===== src/rtl/mux4x1_arbiter_if.sv =====
// Request/grant and muxed-output handshake bundle between mux4x1_arbiter and its lanes.
// The master side is the arbiter; the slave side is the requesters plus downstream.
interface mux4x1_arbiter_if;
    logic [3:0] req;
    logic       out_ready;
    logic [1:0] sel;
    logic [3:0] gnt;
    logic       out_valid;
    logic [3:0] beat_ack;
    logic       busy;

    modport master (
        input  req,
        input  out_ready,
        output sel,
        output gnt,
        output out_valid,
        output beat_ack,
        output busy
    );

    modport slave (
        output req,
        output out_ready,
        input  sel,
        input  gnt,
        input  out_valid,
        input  beat_ack,
        input  busy
    );
endinterface


===== src/rtl/mux4x1_arbiter.sv =====
// Round-robin arbiter/sequencer for a 4-to-1 lane mux: bursts of up to MAX_BEATS
// transfers per grant, zero-bubble handover, last grantee at lowest priority.
module mux4x1_arbiter #(
    parameter int unsigned MAX_BEATS = 4
) (
    input  logic             clk,
    input  logic             rst_n,
    mux4x1_arbiter_if.master bus
);
    localparam int unsigned LANES = 4;
    localparam int unsigned SEL_W = 2;
    localparam int unsigned CNT_W = 4;

    typedef enum logic {
        IDLE,
        GRANT
    } state_t;

    state_t             state;
    logic [SEL_W-1:0]   last;
    logic [CNT_W-1:0]   beat_cnt;
    logic [SEL_W-1:0]   sel_q;
    logic [LANES-1:0]   gnt_q;
    logic               busy_q;

    logic               valid;
    logic               xfer;
    logic               rel;
    logic               win_found;
    logic [SEL_W-1:0]   win_idx;

    // Search starts one past the last grantee, so it always ends up lowest priority.
    always_comb begin
        win_found = 1'b0;
        win_idx   = last;
        for (int k = 1; k <= 4; k++) begin
            if (!win_found && bus.req[last + SEL_W'(k)]) begin
                win_found = 1'b1;
                win_idx   = last + SEL_W'(k);
            end
        end
    end

    always_comb begin
        valid = (state == GRANT) && bus.req[sel_q];
        xfer  = valid && bus.out_ready;
        rel   = (state == GRANT) &&
                (!bus.req[sel_q] || (xfer && (beat_cnt == CNT_W'(MAX_BEATS - 1))));
    end

    // gnt_q is one-hot on sel_q, so masking it yields the per-lane acknowledge.
    assign bus.beat_ack  = gnt_q & {LANES{xfer && rst_n}};
    assign bus.out_valid = valid;
    assign bus.sel       = sel_q;
    assign bus.gnt       = gnt_q;
    assign bus.busy      = busy_q;

    always_ff @(posedge clk) begin
        if (!rst_n) begin
            state    <= IDLE;
            last     <= SEL_W'(3);
            beat_cnt <= '0;
            sel_q    <= '0;
            gnt_q    <= '0;
            busy_q   <= 1'b0;
        end else begin
            case (state)
                IDLE: begin
                    if (win_found) begin
                        state    <= GRANT;
                        sel_q    <= win_idx;
                        gnt_q    <= LANES'(1) << win_idx;
                        last     <= win_idx;
                        beat_cnt <= '0;
                        busy_q   <= 1'b1;
                    end else begin
                        sel_q  <= '0;
                        gnt_q  <= '0;
                        busy_q <= 1'b0;
                    end
                end
                GRANT: begin
                    if (rel) begin
                        // Hand over directly to the next winner; fall back to IDLE only if nobody asks.
                        if (win_found) begin
                            sel_q    <= win_idx;
                            gnt_q    <= LANES'(1) << win_idx;
                            last     <= win_idx;
                            beat_cnt <= '0;
                            busy_q   <= 1'b1;
                        end else begin
                            state    <= IDLE;
                            sel_q    <= '0;
                            gnt_q    <= '0;
                            beat_cnt <= '0;
                            busy_q   <= 1'b0;
                        end
                    end else if (xfer) begin
                        beat_cnt <= beat_cnt + CNT_W'(1);
                    end
                end
                default: begin
                    state  <= IDLE;
                    sel_q  <= '0;
                    gnt_q  <= '0;
                    busy_q <= 1'b0;
                end
            endcase
        end
    end
endmodule

===== src/flat_wrapper.sv =====
// flat-port wrapper written by rule: the top's interface ports become plain ports
module mux4x1_arbiter_flat 
#(
    parameter int unsigned MAX_BEATS = 4
)
  (clk, rst_n, bus_req, bus_out_ready, bus_sel, bus_gnt, bus_out_valid, bus_beat_ack, bus_busy);
  mux4x1_arbiter_if bus_i ();
  input  logic clk;
  input  logic rst_n;
  input wire logic [$bits(bus_i.req)-1:0] bus_req;
  input wire logic [$bits(bus_i.out_ready)-1:0] bus_out_ready;
  output wire logic [$bits(bus_i.sel)-1:0] bus_sel;
  output wire logic [$bits(bus_i.gnt)-1:0] bus_gnt;
  output wire logic [$bits(bus_i.out_valid)-1:0] bus_out_valid;
  output wire logic [$bits(bus_i.beat_ack)-1:0] bus_beat_ack;
  output wire logic [$bits(bus_i.busy)-1:0] bus_busy;
  assign bus_i.req = bus_req;
  assign bus_i.out_ready = bus_out_ready;
  assign bus_sel = bus_i.sel;
  assign bus_gnt = bus_i.gnt;
  assign bus_out_valid = bus_i.out_valid;
  assign bus_beat_ack = bus_i.beat_ack;
  assign bus_busy = bus_i.busy;
  mux4x1_arbiter #(.MAX_BEATS(MAX_BEATS)) u_core (.clk(clk), .rst_n(rst_n), .bus(bus_i));
endmodule

===== config.mk =====
export PLATFORM = sky130hd
export DESIGN_NAME = mux4x1_arbiter_flat
export DESIGN_NICKNAME = d
export VERILOG_FILES = /design/src/rtl/mux4x1_arbiter_if.sv /design/src/rtl/mux4x1_arbiter.sv /design/src/flat_wrapper.sv
export SDC_FILE = /design/constraint.sdc
export NUM_CORES = 1
export LEC_CHECK = 0
export CAP_MARGIN = 30
export CELL_PAD_IN_SITES_DETAIL_PLACEMENT = 1
export CELL_PAD_IN_SITES_GLOBAL_PLACEMENT = 1
export CORE_UTILIZATION = 34
export DETAILED_ROUTE_END_ITERATION = 16
export GPL_ROUTABILITY_DRIVEN = 0
export PLACE_DENSITY = 0.73
export SYNTH_ARGS = -nofsm -noshare
export SYNTH_HDL_FRONTEND = slang
export SYNTH_SLANG_ARGS = --single-unit
export TNS_END_PERCENT = 5

===== constraint.sdc =====
create_clock -name clk -period 1.9 [get_ports clk]
set_input_delay 0.19 -clock clk [delete_from_list [all_inputs] [get_ports clk]]
set_output_delay 0.19 -clock clk [all_outputs]
set_load 0.02 [all_outputs]

==> flow_metrics.tcl, run 1 <==
set metrics [dict create \
    hold_start "u_core.bus.busy" \
    layout-drive-gt1-share 0.266 \
    combPwrFrac 0.342 \
    synthCells 92 \
    dpl.cell_count 147 \
    seq_area_frac_synth 0.361 \
    vias_per_cell 5.40 \
    postCtsSetupBuffers 0 \
    nFillCells 250 \
    yosys_warnings 0 \
    fin_tns_setup_ns 0 \
    syn2layout_area_growth_pct 42.8 \
    n_antenna_cell 0 \
    synth_nets 100 \
    hold_class "reg2reg" \
    hold_path_depth 2 \
    end_kind "output pin" \
    cts_hold_buffers 0 \
    avgSynthCellArea_um2 8.45 \
    maxSlewHeadroom 0.688 \
    grt_pass1_wl_um 3490 \
    grt_max_degree 16 \
    clk_root_buffer_cell "clkbuf_4" \
    r2r_end "u_core.bus.gnt[2]" \
    vias 815 \
    layout_common_cells "buf_4 (14), clkdlybuf4s50_1 (13), dfxtp_1 (13)" \
    fin_skew_ns 0.00539 \
    clk_pin_slew_worst_paths_ns 0.10 \
    post_cts_resized 9 \
    cts_sinks 14 \
    overflow 0 \
    cp.required_ns 1.71 \
    stdcell_count 151 \
    cts_tree "yes" \
    p_sw_mw 0.299 \
    arrival_ns 1.57 \
    yosys-top-cells-area "dfxtp_1 (36%), nand3_1 (5.8%), nand2_1 (4.3%)" \
    holdPathEnd "u_core.bus.busy" \
    max-cap-violations 0 \
    irDropWorstVdd_uv 449 \
    die_h_um 49.8 \
    clkPwrFrac 0.252 \
    finalHoldViolCount 0 \
    synth_top_area_cell "dfxtp_1" \
    ys_types 35 \
    core.rowCount 16 \
    synth_top_area_frac 0.361 \
    internal_power_mw 0.600 \
    clk_latency_ns 0.29 \
    seqPwrFrac 0.406 \
    grt_antenna_before_repair 0 \
    worst_slew_pin_slew_ns 0.464 \
    layout.nets 133 \
    sw_frac_of_total 0.333 \
    ant_nets 0 \
    coreArea_um2 2060 \
    hpwl_um 1650 \
    grt_setup_unrepaired "no" \
    final_common_cell "buf_4" \
    final_core_util 0.538 \
    drtIter0Drc 19 \
    avgRoutedWirePerCell_um 14.2 \
    maxSlewViolCount 0 \
    drc 0 \
    status "complete, no violations" \
    dr.pass1.iters 4 \
    syn_area_um2 777 \
    period_share 0.928 \
    setup_violations 0 \
    cp_max_fo 4 \
    globalRouteTotalUtil 0.184 \
    max_freq_mhz 567 \
    wirelength_um 2140 \
    clockBufferDepth 2 \
    crit_type "reg2out" \
    regToRegStartpoint "u_core.beat_cnt[0]" \
    ios 19 \
    cellPowerDensity_nw_per_um2 809 \
    die_area_um2 2480 \
    start_util 0.377 \
    start_kind "flop" \
    grt_pass1_vias 759 \
    fin_crit_ns 1.76 \
    finalPower_mw 0.898 \
    cts_max_level 1 \
    numCtsBuffers 3 \
    synth-seq-cells 14 \
    reg2reg_depth 6 \
    regToRegSetupSlack_ns 0.26 \
    die_x_um 49.8 \
    p_leak_nw 0.459 \
    portBuffers 18 \
]
==> per-layer routing <==
layer	part of all wire	track usage	up-vias	wire, um
met5	0	0	-	0
met4	0.0075	0.0429	0	16
met3	0.027	0.0278	3	58
met2	0.51	0.322	15	1080
met1	0.46	0.234	395	983
li1	-	-	402	-
==> worst max-delay path by stage <==
stage                            start                 to  slack, ns  depth (start not counted)
floorplan            u_core.bus.sel[1]  u_core.bus.gnt[0]       0.26                          6
global placement            bus_req[3]    bus_beat_ack[1]      -0.18                          6
detailed placement          bus_req[3]    bus_beat_ack[3]      -0.22                          6
CTS                  u_core.bus.sel[1]    bus_beat_ack[3]      -0.03                          5
global route        u_core.beat_cnt[0]  u_core.bus.gnt[2]       0.06                          6
finish               u_core.bus.sel[1]    bus_beat_ack[3]       0.14                          5
==> power by group through the flow <==
stage	logic, mW	registers (mW)	clock network, mW
2_1_floorplan	0.147	0.381	0
3_3_place_gp	0.293	0.363	0
3_5_place_dp	0.300	0.367	0
4_1_cts	0.303	0.362	0.228
5_1_grt	0.332	0.370	0.247
6_report	0.307	0.365	0.226
==> stage by stage <==
step / worst slack [ns] / instance area, um^2 / hold WS (ns)
floorplan: 0.265 / 777 / 0.338
global placement: -0.179 / 1070 / 0.458
detailed placement: -0.218 / 1070 / 0.468
CTS: -0.0340 / 1110 / 0.491
global route: 0.0612 / 1110 / 0.522
finish: 0.137 / 1110 / 0.482
==> synthesized netlist by cell type <==
| cell | number |
|---|---|
| dfxtp_1 | 14 |
| nand2_1 | 9 |
| nand3_1 | 9 |
| inv_1 | 6 |
| and2_1 | 5 |
| nor2_1 | 5 |
| o21ai_0 | 4 |
| a21oi_1 | 3 |
| a32o_1 | 3 |
| mux2i_1 | 3 |
| a211oi_1 | 2 |
| nand2_2 | 2 |
| nand2b_1 | 2 |
| nor3_1 | 2 |
| o22ai_1 | 2 |
| o31ai_1 | 2 |
| a21o_2 | 1 |
| a22oi_1 | 1 |
| a31oi_1 | 1 |
| and3_2 | 1 |
| buf_2 | 1 |
| buf_6 | 1 |
| clkbuf_2 | 1 |
| dlygate4sd1_1 | 1 |
| ha_1 | 1 |
| nand4_1 | 1 |
| nor2_4 | 1 |
| nor4_1 | 1 |
| o2111ai_1 | 1 |
| o21ai_1 | 1 |
| o221ai_1 | 1 |
| o22ai_4 | 1 |
| o31a_2 | 1 |
| o41ai_2 | 1 |
| or4_1 | 1 |
==> cells by family (layout without fill, tap and decap cells) <==
group | Yosys count | count (layout) | share of synthesized area
adders and majority gates | 1 | 1 | 0.0161
DFF | 14 | 14 | 0.361
muxes | 3 | 3 | 0.0386
AOI/OAI and AO/OA | 25 | 25 | 0.256
and+or+nand+nor | 39 | 39 | 0.261
buffers and inverters | 10 | 42 | 0.0676
==> worst max-delay path: stages (launching register included) <==
cell and delay (ns):
dfxtp_4 0.40, mux2i_4 0.26, o22ai_4 0.09, and3_2 0.24
and2_1 0.15, clkbuf_2 0.15
==> state kept, by name, summed over array words and instances, names as in the netlist <==
| signal | cells |
|---|---|
| u_core.beat_cnt | 4 |
| u_core.bus.gnt | 4 |
| u_core.bus.sel | 2 |
| u_core.last | 2 |
| u_core.bus.busy | 1 |
| u_core.state | 1 |
==> cell type report <==
| cell class | count | area (um^2) | share of cell area |
|---|---|---|---|
| multi-input cells | 68 | 469 | 0.423 |
| flip-flops and latches | 14 | 284 | 0.256 |
| repair buffers | 32 | 264 | 0.238 |
| inverters | 6 | 22.5 | 0.0203 |
| clock buffers | 4 | 36.3 | 0.0327 |
| well taps | 27 | 33.8 | 0.0304 |
Power figures use the tool's default switching activity.
==> run 2: changes to the inputs <==
Settings changed: CELL_PAD_IN_SITES_DETAIL_PLACEMENT 1 to default, CELL_PAD_IN_SITES_GLOBAL_PLACEMENT 1 to default, CORE_UTILIZATION 34 to 47, PLACE_DENSITY 0.73 to 0.77.
==> run 2 against run 1 <==
Against the previous run: clock power decreased by 6%; cell area decreased by 1.2%; global-route usage increased by 5.1 points; hold slack improved by 0.0055 ns; worst setup slack got worse by 0.049 ns; sequential power about the same; combinational power decreased by 3%; flip-flop and latch count unchanged; first-iteration DRC count increased by 21%; critical path type is now in2reg; highest routed layer unchanged.
==> flow_metrics.tcl, run 2 (same netlist as run 1, synthesis figures left out) <==
set metrics [dict create \
    status "complete, no violations" \
    layout_common_cells "buf_4 (14), clkdlybuf4s50_1 (13), dfxtp_1 (13)" \
    setup_slack_ns 0.0881 \
    n_antenna_cell 0 \
    start_util 0.510 \
    finalPower_mw 0.876 \
    dr.pass1.iters 4 \
    cp.required_ns 2.07 \
    hold_start "u_core.bus.gnt[3]" \
    grt_pass1_wl_um 3280 \
    crit_start "bus_req[2]" \
    final_common_cell "buf_4" \
    cp_slowest_cell "or4_1" \
    ant_nets 0 \
    grt_max_degree 16 \
    clockBufferDepth 2 \
    grt_pass1_vias 787 \
    cellPowerDensity_nw_per_um2 799 \
    ios 19 \
    clk_latency_ns 0.28 \
    cp_top_family "simple AND/OR/NAND/NOR gates" \
    globalRouteTotalUtil 0.235 \
    core.rowCount 14 \
    drc 0 \
    max_freq_mhz 552 \
    die_area_um2 1820 \
    hpwl_um 1450 \
    layout.nets 133 \
    max-cap-violations 0 \
    end_kind "flop" \
    finalHoldViolCount 0 \
    grt_setup_unrepaired "no" \
    wl_met2_um 937 \
    cts_max_level 1 \
    fin_crit_ns 1.81 \
    clk_pin_slew_worst_paths_ns 0.08 \
    postCtsSetupBuffers 0 \
    clk_root_buffer_cell "clkbuf_4" \
    vias_per_cell 5.90 \
    wl_met3_um 153 \
    cts_tree "yes" \
    irDropWorstVdd_uv 466 \
    setup_violations 0 \
    cp_max_fo 6 \
    numCtsBuffers 3 \
    crit_type "in2reg" \
    die_h_um 42.7 \
    final_core_util 0.719 \
    worst_slew_pin_slew_ns 0.557 \
    p_leak_nw 0.459 \
    maxSlewViolCount 0 \
    drt-met1-wl_um 814 \
    path_buf_inv 3 \
    coreArea_um2 1520 \
    start_kind "primary input" \
    cts_sinks 14 \
    hold_class "reg2reg" \
    vias 826 \
    layout-drive-gt1-share 0.266 \
    wirelength_um 1940 \
    regToRegStartpoint "u_core.beat_cnt[0]" \
    top_layer "met4" \
    drtIter0Drc 23 \
    period_share 0.954 \
    slowest_delay_ns 0.68 \
    avgRoutedWirePerCell_um 13.8 \
    arrival_ns 1.98 \
    maxSlewHeadroom 0.625 \
    overflow 0 \
    portBuffers 18 \
    fin_skew_ns 0.00332 \
    path_cells "clkdlybuf4s50_1 > buf_4 > or4_1 > nand2_1 > inv_1 > a32o_1" \
    grt_antenna_before_repair 0 \
    syn2layout_area_growth_pct 41.1 \
    nFillCells 118 \
    die_x_um 42.7 \
    post-place-ws_ns -0.239 \
]
==> run 2: cell counts in the layout (fill, tap and decap cells not counted) <==
No cell type changed its count.
==> run 2: worst paths after layout <==
path              slack [ns]                 to  depth (start not counted)
setup / recovery        0.09  u_core.bus.sel[0]                          6
hold reg to reg         0.49  u_core.bus.gnt[3]                          2
hold / removal          0.49  u_core.bus.gnt[3]                          2
setup reg to reg        0.23  u_core.bus.gnt[2]                          6
==> run 2: tightest hold or removal path, delay by kind of cell, from the launching register on <==
kind	cells	cell delay [ns]
AO/OA/AOI/OAI	1	0.06
flip-flops	1	0.32
AND/OR/NAND/NOR	1	0.06
==> run 2: cell type report <==
type | instances | area [um^2] | share of cell area
repair buffers | 32 | 264 | 0.241
multi-input cells | 68 | 469 | 0.428
inverters | 6 | 22.5 | 0.0205
well taps | 16 | 20.0 | 0.0183
clock buffers | 4 | 36.3 | 0.0331
flip-flops and latches | 14 | 284 | 0.259
==> run 2: stage by stage <==
| stage | instances | instance area [um^2] | hold slack (ns) | setup TNS (ns) |
|---|---|---|---|---|
| final | 140 | 1100 | 0.488 | 0 |
| after global routing | 140 | 1100 | 0.516 | 0 |
| after CTS | 140 | 1090 | 0.493 | -0.155 |
| after detailed placement | 136 | 1050 | 0.481 | -1.90 |
| after global placement | 136 | 1050 | 0.455 | -1.44 |
| after floorplan | 92 | 777 | 0.338 | 0 |
==> run 2: what timing repair did <==
item	in CTS	in global routing
endpoints found under the setup margin	5	4
hold buffers	0	0
resized for setup	8	11
hold endpoints to repair	0	0
==> run 2: layer usage <==
metal  up-vias  track usage
met5         -            0
met4         0        0.100
met3         6       0.0468
met2        40        0.367
met1       376        0.314
li1        404            -
==> run 2: power breakdown <==
part	switching [mW]	internal [mW]
registers	0.0371	0.327
logic	0.148	0.150
clock network	0.0970	0.116
